<file path="config.mk">
export PLATFORM = sky130hd
export DESIGN_NAME = add_accumulator
export DESIGN_NICKNAME = d
export VERILOG_FILES = /design/src/rtl/add_acc_pkg.sv /design/src/rtl/acc_adder.sv /design/src/rtl/add_accumulator.sv
export SDC_FILE = /design/constraint.sdc
export NUM_CORES = 1
export LEC_CHECK = 0
export ABC_CLOCK_PERIOD_IN_PS = 2000
export CAP_MARGIN = 40
export CORE_MARGIN = 8
export CORE_UTILIZATION = 43
export CTS_BUF_LIST = sky130_fd_sc_hd__clkbuf_16
export DETAILED_ROUTE_END_ITERATION = 8
export PLACE_DENSITY = 0.73
export REMOVE_ABC_BUFFERS = 1
export SYNTH_ARGS = -nofsm -noshare
export SYNTH_HDL_FRONTEND = slang
export SYNTH_SLANG_ARGS = --single-unit
</file>
<file path="constraint.sdc">
create_clock -name clk -period 2 [get_ports clk]
set_clock_uncertainty 0.2 [all_clocks]
set_input_delay 0.4 -clock clk [delete_from_list [all_inputs] [get_ports clk]]
set_output_delay 0.4 -clock clk [all_outputs]
set_load 0.01 [all_outputs]
</file>
<file path="src/rtl/add_acc_pkg.sv">
// -----------------------------------------------------------------------------
// add_acc_pkg
// Shared types and helpers for the adder-result accumulator.
//   state_t       : accumulator FSM states (ACCUM collects samples, DONE holds total)
//   DEF_DATA_W    : width of the upstream adder's sum bus
//   EXT_IN_W      : width of one adder result {cout, sum} before extension
//   count_width() : width needed to hold a sample count of 0..n_samples
// -----------------------------------------------------------------------------
package add_acc_pkg;

   typedef enum logic {
      ACCUM = 1'b0,
      DONE  = 1'b1
   } state_t;

   localparam int DEF_DATA_W = 4;
   localparam int EXT_IN_W   = DEF_DATA_W + 1;

   // Count must reach n_samples itself, hence n_samples+1 distinct values.
   function automatic int count_width(input int n_samples);
      return (n_samples < 1) ? 1 : $clog2(n_samples + 1);
   endfunction

endpackage

</file>
<file path="src/rtl/acc_adder.sv">
// -----------------------------------------------------------------------------
// acc_adder
// Combinational ACC_W-bit adder for the accumulator datapath.
//   acc      : current running total
//   in_ext   : adder result {cout,sum} zero-extended to ACC_W
//   next_acc : total after adding in_ext (wrapped or saturated)
//   ovf      : the add carried out of ACC_W bits
// Build option ADD_ACCUMULATOR_SATURATE_EN: when defined, an overflowing add
// clamps to all ones; otherwise the total wraps modulo 2^ACC_W.
// -----------------------------------------------------------------------------
module acc_adder
   import add_acc_pkg::*;
#(
   parameter int ACC_W = 6
) (
   input  logic [ACC_W-1:0] acc,
   input  logic [ACC_W-1:0] in_ext,
   output logic [ACC_W-1:0] next_acc,
   output logic             ovf
);

   logic [ACC_W:0] full_sum;

   assign full_sum = {1'b0, acc} + {1'b0, in_ext};
   assign ovf      = full_sum[ACC_W];

`ifdef ADD_ACCUMULATOR_SATURATE_EN
   // Once saturated, any further non-zero add overflows again and stays at all ones.
   assign next_acc = ovf ? {ACC_W{1'b1}} : full_sum[ACC_W-1:0];
`else
   assign next_acc = full_sum[ACC_W-1:0];
`endif

endmodule

</file>
<file path="src/rtl/add_accumulator.sv">
// -----------------------------------------------------------------------------
// add_accumulator
// Collects N_SAMPLES adder results ({cout,sum}) into an ACC_W-bit total and
// offers the total on a valid/ready handshake.
//   clk, reset          : clock and synchronous active-high reset
//   clear               : synchronous frame abort (below reset in priority)
//   in_valid / in_ready : upstream handshake for {cout, sum}
//   sum, cout           : adder result
//   out_valid/out_ready : downstream handshake for the frame total
//   acc                 : running total (final total while out_valid=1)
//   count               : results accepted in the current frame
//   overflow            : sticky, the total exceeded ACC_W bits this frame
// Build option ADD_ACCUMULATOR_SATURATE_EN selects saturating instead of
// wrapping accumulation (see acc_adder); handshake and counting are unchanged.
// -----------------------------------------------------------------------------
module add_accumulator
   import add_acc_pkg::*;
#(
   parameter  int DATA_W    = EXT_IN_W - 1,
   parameter  int ACC_W     = 6,
   parameter  int N_SAMPLES = 4,
   localparam int CNT_W     = count_width(N_SAMPLES)
) (
   input  logic              clk,
   input  logic              reset,
   input  logic              clear,
   input  logic              in_valid,
   output logic              in_ready,
   input  logic [DATA_W-1:0] sum,
   input  logic              cout,
   output logic              out_valid,
   input  logic              out_ready,
   output logic [ACC_W-1:0]  acc,
   output logic [CNT_W-1:0]  count,
   output logic              overflow
);

   localparam int IN_W = DATA_W + 1;
   localparam logic [CNT_W-1:0] LAST_CNT = CNT_W'(N_SAMPLES - 1);

   // Parameter sanity checks at elaboration time.
   if (ACC_W < IN_W) begin : g_bad_acc_w
      $error("add_accumulator: ACC_W must be at least DATA_W+1");
   end
   if (N_SAMPLES < 1) begin : g_bad_n_samples
      $error("add_accumulator: N_SAMPLES must be at least 1");
   end

   state_t             state_reg, state_next;
   logic [ACC_W-1:0]   acc_next;
   logic [CNT_W-1:0]   count_next;
   logic               overflow_next;
   logic [ACC_W-1:0]   in_ext;
   logic [ACC_W-1:0]   add_result;
   logic               add_ovf;
   logic               accept;

   assign in_ext = ACC_W'({cout, sum});

   acc_adder #(
      .ACC_W (ACC_W)
   ) u_acc_adder (
      .acc      (acc),
      .in_ext   (in_ext),
      .next_acc (add_result),
      .ovf      (add_ovf)
   );

   // State register and datapath registers.
   always_ff @(posedge clk) begin
      if (reset) begin
         state_reg <= ACCUM;
         acc       <= '0;
         count     <= '0;
         overflow  <= 1'b0;
      end else begin
         state_reg <= state_next;
         acc       <= acc_next;
         count     <= count_next;
         overflow  <= overflow_next;
      end
   end

   // Next-state and handshake outputs. out_valid is purely a function of the
   // registered state; only in_ready looks at an input (clear).
   always_comb begin
      state_next    = state_reg;
      acc_next      = acc;
      count_next    = count;
      overflow_next = overflow;
      in_ready      = 1'b0;
      out_valid     = 1'b0;
      accept        = 1'b0;

      case (state_reg)
         ACCUM: begin
            in_ready = !clear;
            accept   = in_valid && !clear;
            if (accept) begin
               acc_next      = add_result;
               count_next    = count + CNT_W'(1);
               overflow_next = overflow | add_ovf;
               if (count == LAST_CNT) begin
                  state_next = DONE;
               end
            end
         end
         DONE: begin
            out_valid = 1'b1;
            if (out_ready) begin
               acc_next      = '0;
               count_next    = '0;
               overflow_next = 1'b0;
               state_next    = ACCUM;
            end
         end
         default: begin
            state_next = ACCUM;
         end
      endcase

      // Frame abort wins over any handshake in either state.
      if (clear) begin
         acc_next      = '0;
         count_next    = '0;
         overflow_next = 1'b0;
         state_next    = ACCUM;
      end
   end

endmodule

</file>
==> qor.csv <==
metric,value,unit
cp_top_family,adder cells,
track_usage,14.1,%
antenna_cells,0,
dieArea,2960,sq um
maxSlewViolCount,0,
fillerInstances,120,
die_w,54.4,um
maxCapViolations,0,
drt_drc_violations_left,0,
hold_depth,2,
start_util,44.1,%
cpPeakStageDelay,0.43,ns
drive_above_1_share,30.0,%
report.final.hold_viol_count,0,
core_area,1440,sq um
vias,673,
max_freq,516,MHz
final_nets,129,
clock-root-buffer,clkbuf_16,
synth-seq-cells,11,
crit_chain,"dlygate4sd2_1, ha_2, fa_2, a21o_1, a211oi_1, o32ai_1",
overflow,0,
layout_setup_ws,0.0602,ns
final_common_cell,clkdlybuf4s50_1,
max_slew.worst_pin.slew,0.504,ns
place_inst,119,
synthTopCellsByArea,"dfxtp_1, ha_1, nor2_1",
place_ws,-0.430,ns
finalWirelength,1850,um
startpoint_type,input pin,
clkTransAtPathRegs,0.04,ns
antenna_found_initial,0,
viasPerCell,5.34,
dp_hpwl,1310,um
ys.warnings.count,0,
synth.avg_cell_area,8.92,sq um
synthCells,71,
synth_cell_types,23,
required,1.91,ns
leakage,0.471,nW
area_growth,73.9,%
drt_iter0_markers,7,
yosysSeqAreaShare,34.8,%
hp-class,register to register,
cp_max_fo,3,
ant_nets,0,
cp_slowest_cell,fa_2,
pin_count,22,
numCtsBuffers,3,
hold_ws,0.249,ns
stdcell_count,126,
clk_latency,0.23,ns
largest-register,acc,
syn-cell-area,633,sq um
powerDensity,618,nW/um^2
ir_drop,0.000617,V
finalCritPeriodShare,97.0,%
whs_endpoint,overflow$_SDFFE_PP0P_,
r2r_cells,5,
relSlewSlack,66.4,%
cts_tree,built,
io_buffers,21,
setup_tns,0,ns
yosysTopAreaCellShare,34.8,%
path_buf_inv,1,
largest_register_ff_count,6,
setup_viol,0,
rows,14,
p_total,0.000681,W
cts.sinks,11,
cts_buffer_depth,2,
r2r_start,acc[0]$_SDFFE_PP0P_,
synth_top_area_cell,dfxtp_1,
worst-setup-path-type,input pin to register,
place_congestion,0.754,
reg_top3,"acc (6), count (3)",
postCtsHoldBufs,0,
layout_common_cells,"clkdlybuf4s50_1, buf_4, nor2_1",
grt_first_pass_wirelength,3080,um
grt_max_degree,8,
arrival,1.85,ns
die_y,54.4,um
h-tree-depth,1,
r2r_end,acc[4]$_SDFFE_PP0P_,
wl_per_cell,14.7,um
endpoint_kind,register,
firstDrtPassIters,4,
hold_start,overflow$_SDFFE_PP0P_,
ff2ff_setup_slack,0.15,ns
status,"finished, final reports clean",
grt_pass1_vias,690,
fin_crit,1.94,ns
[report_power, final]
group          total [W]  internal [W]  switching, W
logic          0.0000993     0.0000562     0.0000431
registers       0.000227      0.000224    0.00000346
clock network   0.000354      0.000262     0.0000924
[cell usage after synthesis]
master and count:
a211oi_1 4, a21o_1 2, a21oi_1 5, a22oi_1 4
and3_1 1, clkbuf_1 1, dfxtp_1 11, fa_1 1
ha_1 7, inv_1 2, mux2_4 1, nand2_1 5
nand2_2 1, nor2_1 14, nor2b_1 1, nor3b_2 1
o211ai_1 1, o21ai_0 2, o311ai_1 1, o32ai_1 2
or2_2 2, or3b_4 1, xor2_1 1
[worst reg2reg max path, delay by kind of cell, from the launching register on]
| kind | cells | cell delay (ns) |
|---|---|---|
| fa+ha+maj | 2 | 0.63 |
| compound gates | 3 | 0.59 |
| flops | 1 | 0.32 |
[per-layer routing]
layer,GRT usage [%],vias to the layer above,part of all wire [%]
li1,-,339,-
met1,14.3,316,40
met2,24.4,16,53
met3,6.79,2,6.7
met4,5.74,0,0.65
met5,0,-,0
[layout make-up]
type / instances / area, sq um / area share, %
repair buffers: 36 / 319 / 29.0
flip-flops and latches: 11 / 220 / 20.0
inverters: 2 / 7.51 / 0.682
multi-input cells: 57 / 455 / 41.4
clock buffers: 3 / 75.1 / 6.82
well taps: 16 / 20.0 / 1.82
clock inverters: 1 / 3.75 / 0.341
[through the flow]
stage	util, %	instance area (sq um)
after floorplan	-	629
after CTS	74.8	1070
after detailed placement	66.1	950
final	76.7	1100
after global placement	66.1	950
after global routing	76.7	1100
[cells by family after synthesis]
| group | after synthesis | synth area share (%) |
|---|---|---|
| and+or+nand+nor | 26 | 20.0 |
| AOI/OAI and AO/OA | 21 | 22.7 |
| DFF | 11 | 34.8 |
| adders and majority gates | 8 | 17.0 |
| buffers and inverters | 3 | 1.78 |
| xor gates and xnor gates | 1 | 1.38 |
| muxes | 1 | 2.37 |
[timing repair]
item                                    in CTS  in global routing
endpoints found under the setup margin       5                  1
resized for setup                           10                  4
setup buffers                                2                  1
pin swaps                                    9                  4
[worst max path at each step]
| stage | from | endpoint | slack (ns) | cells after the start |
|---|---|---|---|---|
| finish | sum[0] | acc[4]$_SDFFE_PP0P_ | 0.06 | 6 |
| CTS | sum[2] | acc[5]$_SDFFE_PP0P_ | 0.001 | 6 |
| detailed placement | sum[1] | acc[5]$_SDFFE_PP0P_ | -0.43 | 6 |
| global placement | sum[1] | acc[5]$_SDFFE_PP0P_ | -0.41 | 6 |
| floorplan | acc[1]$_SDFFE_PP0P_ | acc[5]$_SDFFE_PP0P_ | 0.09 | 5 |
| global route | sum[3] | acc[5]$_SDFFE_PP0P_ | -0.0003 | 6 |
Note: power is estimated with default switching activity, not from simulation.
